File: config.mk
export PLATFORM = sky130hd
export DESIGN_NAME = chip_clk_sched
export DESIGN_NICKNAME = d
export VERILOG_FILES = /design/src/rtl/chip_clk_sched.sv
export SDC_FILE = /design/constraint.sdc
export NUM_CORES = 1
export LEC_CHECK = 0
export ABC_CLOCK_PERIOD_IN_PS = 4590
export BUFFER_PORTS_ARGS = -buffer_cell sky130_fd_sc_hd__buf_2
export CAP_MARGIN = 25
export CORE_UTILIZATION = 35
export DETAILED_ROUTE_END_ITERATION = 8
export PLACE_DENSITY = 0.62
export SYNTH_ARGS = -nofsm -noshare
export SYNTH_HDL_FRONTEND = slang
export SYNTH_SLANG_ARGS = --single-unit
File: constraint.sdc
create_clock -name clk -period 4.59 [get_ports clk]
set_input_delay 0.459 -clock clk [delete_from_list [all_inputs] [get_ports clk]]
set_output_delay 0.459 -clock clk [all_outputs]
set_load 0.01 [all_outputs]
File: src/rtl/chip_clk_sched.sv
// chip_clk_sched: programmable reference divider driving CH_NUM glitch-free
// gated chip clocks. Each channel either runs free under ch_on or emits an
// exact burst of burst_len pulses. Gates only move at the start of a
// reference high half, so every emitted pulse is a full period.
module chip_clk_sched #(
  parameter int unsigned CH_NUM  = 8,
  parameter int unsigned DIV_W   = 8,
  parameter int unsigned DEF_DIV = 0,
  parameter int unsigned CNT_W   = 16
) (
  input  logic              clk,
  input  logic              rst_n,
  input  logic [DIV_W-1:0]  div_cfg,
  input  logic              div_load,
  input  logic [CH_NUM-1:0] ch_on,
  input  logic [CH_NUM-1:0] burst_start,
  input  logic [CNT_W-1:0]  burst_len,
  output logic [CH_NUM-1:0] clk_out,
  output logic [CH_NUM-1:0] ch_busy,
  output logic [CH_NUM-1:0] burst_done,
  output logic              tick
);

  typedef enum logic [1:0] {
    ST_IDLE  = 2'b00,
    ST_RUN   = 2'b01,
    ST_BURST = 2'b10
  } ch_state_e;

  localparam logic [DIV_W-1:0] DIV_RST  = DIV_W'(DEF_DIV);
  localparam logic [DIV_W-1:0] DIV_ZERO = {DIV_W{1'b0}};
  localparam logic [DIV_W-1:0] DIV_ONE  = {{(DIV_W-1){1'b0}}, 1'b1};
  localparam logic [CNT_W-1:0] REM_ZERO = {CNT_W{1'b0}};
  localparam logic [CNT_W-1:0] REM_ONE  = {{(CNT_W-1){1'b0}}, 1'b1};

  // Reference divider state
  logic [DIV_W-1:0] div_cnt_q, div_cnt_d;
  logic [DIV_W-1:0] div_q, div_d;
  logic [DIV_W-1:0] div_pend_q, div_pend_d;
  logic             phase_q, phase_d;
  logic             wrap_s;
  logic             pstart_s;

  // Per-channel state
  ch_state_e        state_q [CH_NUM];
  ch_state_e        state_d [CH_NUM];
  logic [CNT_W-1:0] rem_q   [CH_NUM];
  logic [CNT_W-1:0] rem_d   [CH_NUM];
  logic [CH_NUM-1:0] pend_q, pend_d;

  // Registered outputs
  logic [CH_NUM-1:0] clk_out_q, clk_out_d;
  logic [CH_NUM-1:0] ch_busy_q, ch_busy_d;
  logic [CH_NUM-1:0] burst_done_q, burst_done_d;
  logic              tick_q, tick_d;

  // Divider next state: count to div_q, toggle phase on wrap; a new ratio
  // is adopted only where a high half begins so the running period completes.
  always_comb begin
    wrap_s   = (div_cnt_q == div_q);
    pstart_s = wrap_s & ~phase_q;
    if (wrap_s) begin
      div_cnt_d = DIV_ZERO;
      phase_d   = ~phase_q;
    end else begin
      div_cnt_d = div_cnt_q + DIV_ONE;
      phase_d   = phase_q;
    end
    if (div_load) begin
      div_pend_d = div_cfg;
    end else begin
      div_pend_d = div_pend_q;
    end
    if (pstart_s) begin
      div_d = div_pend_q;
    end else begin
      div_d = div_q;
    end
    tick_d = pstart_s;
  end

  // Divider registers
  always_ff @(posedge clk or negedge rst_n) begin
    if (!rst_n) begin
      div_cnt_q  <= DIV_ZERO;
      div_q      <= DIV_RST;
      div_pend_q <= DIV_RST;
      phase_q    <= 1'b0;
      tick_q     <= 1'b0;
    end else begin
      div_cnt_q  <= div_cnt_d;
      div_q      <= div_d;
      div_pend_q <= div_pend_d;
      phase_q    <= phase_d;
      tick_q     <= tick_d;
    end
  end

  // Channel FSMs: all decisions that move a gate are taken on pstart, when
  // the output is low; the burst counter holds pulses left after the current one.
  always_comb begin
    clk_out_d    = {CH_NUM{1'b0}};
    ch_busy_d    = {CH_NUM{1'b0}};
    burst_done_d = {CH_NUM{1'b0}};
    pend_d       = pend_q;
    for (int i = 0; i < CH_NUM; i++) begin
      state_d[i] = state_q[i];
      rem_d[i]   = rem_q[i];
      case (state_q[i])
        ST_IDLE: begin
          if (pstart_s && pend_q[i]) begin
            pend_d[i] = 1'b0;
            if (rem_q[i] == REM_ZERO) begin
              burst_done_d[i] = 1'b1;
            end else begin
              state_d[i] = ST_BURST;
              rem_d[i]   = rem_q[i] - REM_ONE;
            end
          end else if (pstart_s && ch_on[i]) begin
            state_d[i] = ST_RUN;
          end else if (burst_start[i] && !pend_q[i]) begin
            rem_d[i]  = burst_len;
            pend_d[i] = 1'b1;
          end else begin
            state_d[i] = ST_IDLE;
          end
        end
        ST_RUN: begin
          if (pstart_s && !ch_on[i]) begin
            state_d[i] = ST_IDLE;
          end else begin
            state_d[i] = ST_RUN;
          end
        end
        ST_BURST: begin
          if (pstart_s) begin
            if (rem_q[i] == REM_ZERO) begin
              state_d[i]      = ST_IDLE;
              burst_done_d[i] = 1'b1;
            end else begin
              rem_d[i] = rem_q[i] - REM_ONE;
            end
          end else begin
            state_d[i] = ST_BURST;
          end
        end
        default: begin
          state_d[i] = ST_IDLE;
          rem_d[i]   = REM_ZERO;
          pend_d[i]  = 1'b0;
        end
      endcase
      clk_out_d[i] = phase_d & (state_d[i] != ST_IDLE);
      ch_busy_d[i] = pend_q[i] | (state_q[i] != ST_IDLE);
    end
  end

  // Channel registers and gated outputs
  always_ff @(posedge clk or negedge rst_n) begin
    if (!rst_n) begin
      for (int i = 0; i < CH_NUM; i++) begin
        state_q[i] <= ST_IDLE;
        rem_q[i]   <= REM_ZERO;
      end
      pend_q       <= {CH_NUM{1'b0}};
      clk_out_q    <= {CH_NUM{1'b0}};
      ch_busy_q    <= {CH_NUM{1'b0}};
      burst_done_q <= {CH_NUM{1'b0}};
    end else begin
      for (int i = 0; i < CH_NUM; i++) begin
        state_q[i] <= state_d[i];
        rem_q[i]   <= rem_d[i];
      end
      pend_q       <= pend_d;
      clk_out_q    <= clk_out_d;
      ch_busy_q    <= ch_busy_d;
      burst_done_q <= burst_done_d;
    end
  end

  assign clk_out    = clk_out_q;
  assign ch_busy    = ch_busy_q;
  assign burst_done = burst_done_q;
  assign tick       = tick_q;

endmodule

# == Yosys cells after proc, flatten, opt, wreduce, memory -nomap -nowiden ==
# Index checks and enable logic that the tools add are counted.
# totals
register_bits,202
in_bits,43
out_inout_bits,25
wordCells,398
# classes
add_sub_neg,9
n_eq_ne,41
mux,178
n_bitwise,34
reduce_logical,104
# ops
operator,n
16-bit 2-to-1 mux,40
16-bit one-hot mux with 3 select lines,8
16-bit logical NOT,8
"16-bit by 1-bit subtractor with 16-bit output, second input constant",8
2-bit 2-to-1 mux,48
1-bit 2-to-1 mux,57
"3-bit != test, second input constant",16
2-bit one-hot mux with 3 select lines,8
1-bit logical AND,32
1-bit one-hot mux with 2 select lines,16
4-bit AND reduction,8
2-bit nonzero test,16
3-bit AND reduction,8
1-bit NOT,17
"2-bit by 1-bit equality test with 1-bit output, second input constant",8
"2-bit equality test, second input constant",8
1-bit logical NOT,16
2-bit logical NOT,8
"2-bit != test, second input constant",8
2-bit OR reduction,8
1-bit AND,9
"8-bit by 1-bit adder with 8-bit output, second input constant",1
8-bit equality test,1
8-bit 2-to-1 mux,1
1-bit OR,8

# == Longest topological paths before layout ==
# logic_depth
depth_word,8
ltp_mapped,13
ltp_nobuf,9

# == Least setup slack after synthesis ==
# Ideal clock, no wire load.
# synth_timing
path_kind,register to register
from,register div_cnt_q[0]
to,register rem_q[95] (netlist name)
setup_time_ns,0.116
t_arrival_ns,2.717
required_ns,4.474
path_slack_ns,1.757
path_stages_with_launch,12
n_path_buf,3
synth_period_minus_slack_ns,2.833
path_cell_list,dfrtp_1 -> xnor2_1 -> nand4_1 -> nor2_1 -> ha_1 -> buf_2 -> a21boi_0 -> buf_2 -> a211oi_1 -> clkbuf_1 -> nand3_1 -> o311ai_0
# synth_between
elab_chain_cells,5
word_cells_on_any_way,10
classes_between,4 x eq/ne; 2 x mux; 1 x bitwise; 3 x reduce/logical
# synth_lines
element,line_no,text
start: declaration,37,"logic [DIV_W-1:0] div_cnt_q, div_cnt_d;"
start signal: assignment,91,div_cnt_q <= div_cnt_d;
8-bit equality test *,60,wrap_s = (div_cnt_q == div_q);
1-bit AND *,61,pstart_s = wrap_s & ~phase_q;
via pstart_s,42,logic pstart_s;
"1-bit logical AND, on equally long branches","111, 119",
3-bit != test (no source line) or 16-bit 2-to-1 mux (tied branches),n/a,
4-bit AND reduction (no source line) or 16-bit one-hot mux with 3 select lines (tied branches),n/a,
end signal: indexed assignment,172,rem_q[i] <= rem_d[i];
end: declaration,47,logic [CNT_W-1:0] rem_q [CH_NUM];
# The timed path passes the listed nets; every way through them passes the cells marked *.
# A chain may end at the register's enable or synchronous reset.

# == Final worst setup path ==
# layout_timing
from,register div_cnt_q[5]
to,register rem_q[15] (netlist name)
# layout_between
elab_chain_cells,5
word_cells_on_any_way,10
classes_between,4 x eq/ne; 2 x mux; 1 x bitwise; 3 x reduce/logical
# layout_lines
element,line_no
8-bit equality test *,60
1-bit AND *,61
"1-bit logical AND, on equally long branches","111, 119"
3-bit != test (no source line) or 16-bit 2-to-1 mux (tied branches),n/a
4-bit AND reduction (no source line) or 16-bit one-hot mux with 3 select lines (tied branches),n/a
# Every way passes the cells marked *; elsewhere a longest branch is shown, timed or not.

==> impl_metrics.env <==
export IMPL_ir_drop_mv=0.382
export IMPL_switching_share=0.384
export IMPL_relSlewSlack=0.364
export IMPL_io_buffers=67
export IMPL_fin_nets=1629
export IMPL_core_area_sq_um=36600
export IMPL_routed_via_count=12200
export IMPL_leakagePower_nw=5.74
export IMPL_numCtsBuffers=24
export IMPL_crit_fanout=24
export IMPL_netlist_area_sq_um=13100
export IMPL_grt_pass1_vias=11500
export IMPL_slowest_delay_ns=0.67
export IMPL_synthesis_nets=1611
export IMPL_rsz0062_at_grt="false"
export IMPL_worst_pin_slew_ns=0.951
export IMPL_avgSynthCellArea_sq_um=8.60
export IMPL_p_seq_frac=0.381
export IMPL_end_kind="flop"
export IMPL_min_period_ns=3.80
export IMPL_final_common_cell="dfrtp_1"
export IMPL_synth_edf_count=0
export IMPL_violations="negative hold slack"
export IMPL_insertion_delay_ns=0.54
export IMPL_clock_sinks=202
export IMPL_synth_cell_types=83
export IMPL_cts_resized=0
export IMPL_timing_final_crit_share=0.827
export IMPL_dieHeight_um=195
export IMPL_crit_chain="xnor2_1, nand4_1, nor2_1, ha_2, buf_4, nor2b_1, a211oi_1, nand2b_1, o221ai_1, o311ai_1"
export IMPL_antenna_found_initial=0
export IMPL_yosys_warnings=0
export IMPL_viasPerCell=6.06
export IMPL_cts_max_level=1
export IMPL_drv_slew=0
export IMPL_clock_power_share=0.289
export IMPL_grt_pass1_wl_um=62700
export IMPL_start_kind="flop"
export IMPL_dp_cells=1977
export IMPL_syn_inst=1517
export IMPL_area_delta_synth_final_pct=11.9
export IMPL_wire_per_inst_um=19.4
export IMPL_routed_wirelength_um=39200
export IMPL_clk_pin_slew_worst_paths_ns=0.06
export IMPL_drc=0
export IMPL_gr_total_overflow=0
export IMPL_grt_start_max_net_pins=106
export IMPL_power_density_nw_per_um2=478
export IMPL_num_antenna_cells=0
export IMPL_hold_violations=32
export IMPL_cts_setup_buffers=0
export IMPL_switchingPower_w=0.00268
export IMPL_hp_class="input port to async pin"
export IMPL_drive_above_1_share=0.117
export IMPL_stdcell_count=2021
export IMPL_place_congestion=0.882
export IMPL_dieArea_sq_um=38100
export IMPL_worstPathRequired_ns=4.99
export IMPL_synth_async_sr_flop_share=1.00
export IMPL_finalSetupViolations=0
export IMPL_final_cell_mix="dfrtp_1 (202), o21ai_0 (170), nand2_1 (116)"
export IMPL_worstPathArrival_ns=4.19
export IMPL_skew_ns=0.0162
export IMPL_cts_tree="yes"
export IMPL_preCtsSetupSlack_ns=0.811
export IMPL_antenna_left=0
export IMPL_clk_path_buf_depth=3
export IMPL_grt_total_usage=0.204
export IMPL_critPathKind="flop to flop"
export IMPL_drt_initial_drc_count=1404
export IMPL_crit_slowest_cell="ha_2"
export IMPL_fmax_ghz=0.263
export IMPL_place_hpwl_um=26000
export IMPL_power_internal_w=0.00430
export IMPL_ios=68
export IMPL_status="finished with violations"
export IMPL_cts_hold_buf=0
export IMPL_fin_setup_tns_ns=0
export IMPL_fin_hold_ws_ns=-0.0455
export IMPL_initial_core_util=0.356
export IMPL_power_frac_comb=0.330
export IMPL_synth_seq_area_share=0.387
export IMPL_die_w_um=195
export IMPL_cap_violations=0
export IMPL_cts_root_buf="clkbuf_16"
export IMPL_ys_ff_latch=202
export IMPL_setup_slack_ns=0.792
export IMPL_rows=70
export IMPL_ys_flop_type="dfrtp_1"
export IMPL_firstDrtPassIters=6
==> power groups by stage <==
stage | Clock, W | Combinational, W | Sequential (W)
floorplan | 0 | 0.00169 | 0.00256
global placement | 0 | 0.00224 | 0.00266
detailed placement | 0 | 0.00227 | 0.00267
CTS | 0.00208 | 0.00228 | 0.00264
global route | 0.00215 | 0.00257 | 0.00272
finish | 0.00202 | 0.00230 | 0.00266
==> area by class of cell <==
class	count	area (sq um)
fillers	3700	22000
multi-input cells	1148	7350
flip-flops and latches	202	5050
clock buffers	34	709
well taps	468	586
repair buffers	90	518
inverters	69	259
clock inverters	10	129
==> critical path: cells and delay by family (launching register included) <==
kind / cells / cell delay, ns
xor+xnor: 1 / 0.18
buf+inv: 1 / 0.30
fa+ha+maj: 1 / 0.67
compound gates: 3 / 0.77
simple gates: 4 / 1.32
flops: 1 / 0.42
==> cell usage after synthesis (15+ instances only) <==
master | n | area [sq um]
dfrtp_1 | 202 | 5050
o21ai_0 | 171 | 856
nand2_1 | 116 | 435
nor2_1 | 96 | 360
clkbuf_1 | 75 | 282
inv_1 | 69 | 259
a21oi_1 | 67 | 335
nand3_1 | 65 | 325
ha_1 | 51 | 638
nor3_1 | 51 | 255
a31oi_1 | 40 | 250
a22oi_1 | 35 | 263
a32oi_1 | 28 | 245
and3_1 | 27 | 169
o211ai_1 | 23 | 173
nand4_1 | 22 | 138
a211oi_1 | 21 | 158
a22o_1 | 21 | 184
nor4_1 | 20 | 125
nand2b_1 | 19 | 119
or3_1 | 19 | 119
mux2_2 | 18 | 203
and2_1 | 16 | 100
o22ai_1 | 15 | 93.8
or4_1 | 15 | 113
==> cell families (layout without fill, tap and decap cells) <==
family | Yosys count | count (layout) | share of synthesized area
mux | 24 | 24 | 0.0201
fa+ha+maj | 51 | 51 | 0.0489
buf+inv | 167 | 203 | 0.0497
flops | 202 | 202 | 0.387
xor+xnor | 14 | 14 | 0.00940
simple gates | 529 | 529 | 0.216
compound gates | 530 | 530 | 0.269
==> registers in the layout, summed over array words and instances (netlist names), 8 cells and up <==
name	flops
rem_q	128
div_pend_q	8
burst_done	8
ch_busy	8
div_q	8
div_cnt_q	8
clk_out	8
state_q	16
pend_q	8
==> final timing paths <==
| kind | from | to | slack, ns | cells past startpoint |
|---|---|---|---|---|
| min | rst_n | rem_q[90] | -0.05 | 1 |
| min reg2reg | div_pend_q[1] | div_q[1] | 0.50 | 1 |
| max in group asynchronous | rst_n | rem_q[1] | 3.42 | 2 |
| max reg2reg | div_cnt_q[5] | rem_q[15] | 0.79 | 10 |
| max | div_cnt_q[5] | rem_q[15] | 0.79 | 10 |
| min in group clk | div_cfg[0] | div_pend_q[0] | 0.16 | 2 |
==> layer usage <==
metal,GRT usage,part of all wire
met4,0.101,0.050
met5,0,0
met3,0.0323,0.055
met1,0.278,0.46
met2,0.312,0.44
==> metrics by stage <==
step | utilization | hold slack [ns] | total power (W) | instance area, sq um
2_1_floorplan | - | 0.163 | 0.00424 | 13100
3_3_place_gp | 0.376 | 0.491 | 0.00490 | 13800
3_5_place_dp | 0.376 | 0.496 | 0.00494 | 13800
4_1_cts | 0.399 | 0.0103 | 0.00700 | 14600
5_1_grt | 0.399 | 0.0483 | 0.00744 | 14600
6_report | 0.399 | -0.0455 | 0.00698 | 14600
(Power assumes the default switching activity.)
